===== config.mk =====
export PLATFORM = sky130hd
export DESIGN_NAME = axi_wr_arbiter
export DESIGN_NICKNAME = d
export VERILOG_FILES = /design/src/rtl/axi_wr_arbiter.sv
export SDC_FILE = /design/constraint.sdc
export NUM_CORES = 1
export LEC_CHECK = 0
export CORE_AREA = 2 2 119 121
export DETAILED_ROUTE_END_ITERATION = 16
export DIE_AREA = 0 0 121 123
export SLEW_MARGIN = 20
export SYNTH_ARGS = -nofsm -noshare
export SYNTH_HDL_FRONTEND = slang
export SYNTH_SLANG_ARGS = --single-unit

===== constraint.sdc =====
create_clock -name clk -period 1.73 [get_ports clk]
set_clock_uncertainty 0.2 [all_clocks]
set_input_delay 0.2595 -clock clk [delete_from_list [all_inputs] [get_ports clk]]
set_output_delay 0.2595 -clock clk [all_outputs]
set_load 0.01 [all_outputs]

===== src/rtl/axi_wr_arbiter.sv =====
`default_nettype none
// ============================================================================
// Module      : axi_wr_arbiter
// Description : Two-requester AXI write arbiter (AW + W channels) with a
//               registered grant. Round-robin on ties unless
//               AXI_WR_ARB_FIXED_PRI_EN is defined (then m0 always wins).
// Revision    : 1.0 - initial release
// ============================================================================
module axi_wr_arbiter #(
  parameter int AW = 32,
  parameter int DW = 64
) (
  input  logic          clk,
  input  logic          rstn,
  input  logic [AW-1:0] m0_awaddr,
  input  logic          m0_awvalid,
  output logic          m0_awready,
  input  logic [DW-1:0] m0_wdata,
  input  logic          m0_wlast,
  input  logic          m0_wvalid,
  output logic          m0_wready,
  input  logic [AW-1:0] m1_awaddr,
  input  logic          m1_awvalid,
  output logic          m1_awready,
  input  logic [DW-1:0] m1_wdata,
  input  logic          m1_wlast,
  input  logic          m1_wvalid,
  output logic          m1_wready,
  output logic [AW-1:0] awaddr,
  output logic          awvalid,
  input  logic          awready,
  output logic [DW-1:0] wdata,
  output logic          wlast,
  output logic          wvalid,
  input  logic          wready,
  output logic          grant,
  output logic          busy,
  output logic          burst_done
);

  typedef enum logic [1:0] {
    S_IDLE = 2'd0,
    S_ADDR = 2'd1,
    S_DATA = 2'd2
  } state_t;

  state_t r_state;
  logic   r_grant;
  logic   r_busy;
  logic   r_burst_done;
`ifndef AXI_WR_ARB_FIXED_PRI_EN
  logic   r_last_grant;
`endif

  logic          w_in_addr;
  logic          w_in_data;
  logic          w_winner;
  logic          w_sel_awvalid;
  logic [AW-1:0] w_sel_awaddr;
  logic          w_sel_wvalid;
  logic [DW-1:0] w_sel_wdata;
  logic          w_sel_wlast;

  assign w_in_addr     = (r_state == S_ADDR);
  assign w_in_data     = (r_state == S_DATA);
  assign w_sel_awvalid = r_grant ? m1_awvalid : m0_awvalid;
  assign w_sel_awaddr  = r_grant ? m1_awaddr  : m0_awaddr;
  assign w_sel_wvalid  = r_grant ? m1_wvalid  : m0_wvalid;
  assign w_sel_wdata   = r_grant ? m1_wdata   : m0_wdata;
  assign w_sel_wlast   = r_grant ? m1_wlast   : m0_wlast;

`ifdef AXI_WR_ARB_FIXED_PRI_EN
  assign w_winner = ~m0_awvalid;
`else
  // On a tie the requester that did not own the last burst wins
  assign w_winner = (m0_awvalid & m1_awvalid) ? ~r_last_grant : m1_awvalid;
`endif

  always_ff @(posedge clk or negedge rstn) begin
    if (!rstn) begin
      r_state      <= S_IDLE;
      r_grant      <= 1'b0;
      r_busy       <= 1'b0;
      r_burst_done <= 1'b0;
`ifndef AXI_WR_ARB_FIXED_PRI_EN
      r_last_grant <= 1'b1;
`endif
    end else begin
      r_burst_done <= 1'b0;
      case (r_state)
        S_IDLE: begin
          if (m0_awvalid | m1_awvalid) begin
            r_grant <= w_winner;
            r_busy  <= 1'b1;
            r_state <= S_ADDR;
          end
        end
        S_ADDR: begin
          if (w_sel_awvalid & awready) begin
            r_state <= S_DATA;
          end
        end
        S_DATA: begin
          if (w_sel_wvalid & wready & w_sel_wlast) begin
            r_state      <= S_IDLE;
            r_busy       <= 1'b0;
            r_burst_done <= 1'b1;
`ifndef AXI_WR_ARB_FIXED_PRI_EN
            r_last_grant <= r_grant;
`endif
          end
        end
        default: begin
          r_state <= S_IDLE;
          r_busy  <= 1'b0;
        end
      endcase
    end
  end

  // Address/data are zeroed whenever their valid is not forwarded
  assign awvalid    = w_in_addr & w_sel_awvalid;
  assign awaddr     = awvalid ? w_sel_awaddr : '0;
  assign m0_awready = w_in_addr & ~r_grant & awready;
  assign m1_awready = w_in_addr &  r_grant & awready;

  assign wvalid     = w_in_data & w_sel_wvalid;
  assign wdata      = wvalid ? w_sel_wdata : '0;
  assign wlast      = wvalid & w_sel_wlast;
  assign m0_wready  = w_in_data & ~r_grant & wready;
  assign m1_wready  = w_in_data &  r_grant & wready;

  assign grant      = r_grant;
  assign busy       = r_busy;
  assign burst_done = r_burst_done;

endmodule
`default_nettype wire


==> metrics <==
outcome finished, violations left; failing checks setup timing; Post-Syn Area 0.00182 mm2; fin. max-slew vios 0; Crit Path Max Fanout 6; Die Width 121 um; Tightest Pin Transition 0.290 ns; synth top area cells mux2i_1 54%, nor2_1 21%, dfrtp_1 6.9%; Fin Hold WS 0.0792 ns; sequential share of the synthesized area 8.33%; Synth area leader mux2i_1; Final ANT Viol Nets 0; setup violators final 103; die area 0.0149 mm2; Pwr Density 1070 mW/mm2; Tcrit/Tclk final 131%; worst path buffer plus inverter count 4; clock latency on the worst-skew pair 0.23 ns; Arr. time, crit path 1.81 ns; Die Ht 123 um; vias in the first global route 3331; H-tree depth 1; Place WS -0.834 ns; HPWL Detailed 9580 um; max-cap violations 0; syn avg cell area 7.12 um2; TritonCTS clock tree yes; DRC 0; clk sink count 6; via count 3308; Req. time, crit path 1.27 ns; Max Freq 441 MHz; # rows 43; first drt pass iteration count 4; Buffers on Ports 307; Min-Delay Path Class input pin to async pin; Yosys reg bits 6; antenna violations before repair 0; core box area 0.0136 mm2; wire per inst 15.9 um; Synth top area share 54.0%; Synth cell types 23; Peak supply drop 0.000621 V; Initial Util 13.3%; area delta synth->final 259%; Clock power frac 5.7%; reg2reg start grant; vias per inst 4.09; Logic pwr share 90.4%; CTS buffer count 3; reg2reg end r_state[0]; first-pass GRT wire length 17300 um; GRT Resource Usage Total 14.7%; Setup crit start kind flip-flop; Synth Warn # 0; RSZ-0062 raised after global routing true; nets 830; reg2reg path depth 4; Tot Pwr 6.96 mW; slack of the worst reg-to-reg path -0.01 ns; IO Count 308; Iteration-0 DRC Markers 64; critical path's largest stage delay 0.50 ns; Max-slew headroom 80.1%; post-route setup slack -0.540 ns; crit-path leading delay family flip-flops; layout cell share with drive strength beyond 1 46.3%; Final Critical Period 2.27 ns; clock buffer depth 2; Routed WL 12800 um; Switching Share 40.0%; largest net degree at the start of global routing 18; Layout Cells excl Fill 808; critical path's slowest cell dfrtp_4; CTS Root Cell clkbuf_16; critical path class flip-flop to output port; gr ovfl total 0; Syn Nets 457; Clock Pin Slew Worst Setup and Hold Paths 0.04 ns; total leakage power 2.89 nW; Switch Pwr 2.79 mW; Post-Syn Instances 255; final-report hold violation count 0; Crit. End Element output port; post-placement cell count 753; internal power 4.18 mW; Flop pwr share 3.8%; CP dominant cell by count buf_6; worst-path cell chain mux2i_2 -> or2_4 -> buf_12 -> buf_6 -> buf_6 -> nor2_4 -> buf_6; gpl congestion 0.766
[worst reg2reg max path: cells and delay by family, from the launching register on]
kind / cells / cell delay [ns]
buffers and inverters: 2 / 0.28
AOI/OAI and AO/OA: 1 / 0.32
muxes: 1 / 0.33
DFF: 1 / 0.50
[how the worst max path moves through the flow]
stage	slack, ns	cells after the start	to	startpoint
2_1_floorplan	-0.03	6	wdata[23]	grant
3_3_place_gp	-0.84	6	wdata[16]	m1_wvalid
3_5_place_dp	-0.83	6	wdata[16]	m1_wvalid
4_1_cts	-0.57	5	wdata[15]	grant
5_1_grt	-0.61	6	wlast	grant
6_report	-0.54	7	wdata[60]	grant
[cell type report]
cell class,count,area (um2)
Clock buffer,4,78.8
Antenna cell,1,2.50
Fill cell,1317,7090
Sequential cell,6,155
Multi-Input combinational cell,223,2150
Inverter,4,15.0
Tap cell,180,225
Timing Repair Buffer,390,3890
[Yosys cell counts]
master    instances
a311oi_1          1
a21boi_0          1
nor3_1            1
nand3b_1          2
mux2_2            1
buf_6             4
o311ai_0          1
inv_1             4
a21oi_1           1
dfrtp_1           5
buf_4             5
or2_1             1
buf_2            11
mux2i_1          98
dfstp_2           1
nand2b_1          2
clkbuf_1          2
nor2_1          102
a32o_1            1
nand3_1           2
nor2b_1           1
nand2_1           4
o21ai_0           4
[sequential cells by signal, summed over array words and instances (netlist names)]
register	flops
burst_done	1
r_last_grant	1
busy	1
r_state	2
grant	1
[layout by cell type, fill, tap and decap left out, drive strengths merged]
master         instances
o311ai                 1
dfstp                  1
buf                  168
dfrtp                  5
or2                    1
clkdlybuf4s15          3
a21oi                  1
a32o                   1
nand2b                 2
a311oi                 1
clkbuf                20
nor2                 102
nor2b                  1
o21ai                  4
nor3                   1
diode                  1
a21boi                 1
clkdlybuf4s50        203
mux2                   1
inv                    4
nand3                  2
mux2i                 98
nand2                  4
nand3b                 2
[timing repair]
action                                  CTS  global route
gates resized for setup                 393           183
cloned                                    6             5
setup buffers                            18            23
endpoints found under the setup margin  104           106
pin swaps                                 1            14
hold buffers                              0             0
[metal layers]
layer | vias up | track usage [%] | wire [um]
met2 | 157 | 28.9 | 7240
met5 | - | 0 | 0
met3 | 7 | 3.69 | 1010
met4 | 0 | 2.98 | 87
li1 | 1620 | - | -
met1 | 1524 | 15.9 | 4500
[power by group through the flow]
stage                     logic [mW]  clock network (mW)  registers [mW]
after global routing            6.65               0.419           0.272
after global placement          4.36                   0           0.259
final                           6.29               0.399           0.267
after CTS                       5.20               0.408           0.262
after floorplan                 2.46                   0           0.246
after detailed placement        4.37                   0           0.265
[kinds of logic (layout without fill, tap and decap cells)]
logic type / count (synthesis) / in the layout / synth area share [%]
other cells: 0 / 1 / 0
simple gates: 115 / 115 / 24.9
buf+inv: 26 / 398 / 8.82
flops: 6 / 6 / 8.33
compound gates: 9 / 9 / 3.31
mux: 99 / 99 / 54.6
[per-stage QoR]
stage          area (um2)  utilization (%)  setup TNS, ns
2_1_floorplan        2160                -          -1.58
3_3_place_gp         5600             41.2         -66.53
3_5_place_dp         5600             41.2         -67.11
4_1_cts              5990             44.0         -44.05
5_1_grt              6520             47.9         -47.45
6_report             6520             47.9         -42.32
No activity file was read; power rests on OpenSTA's default activity.
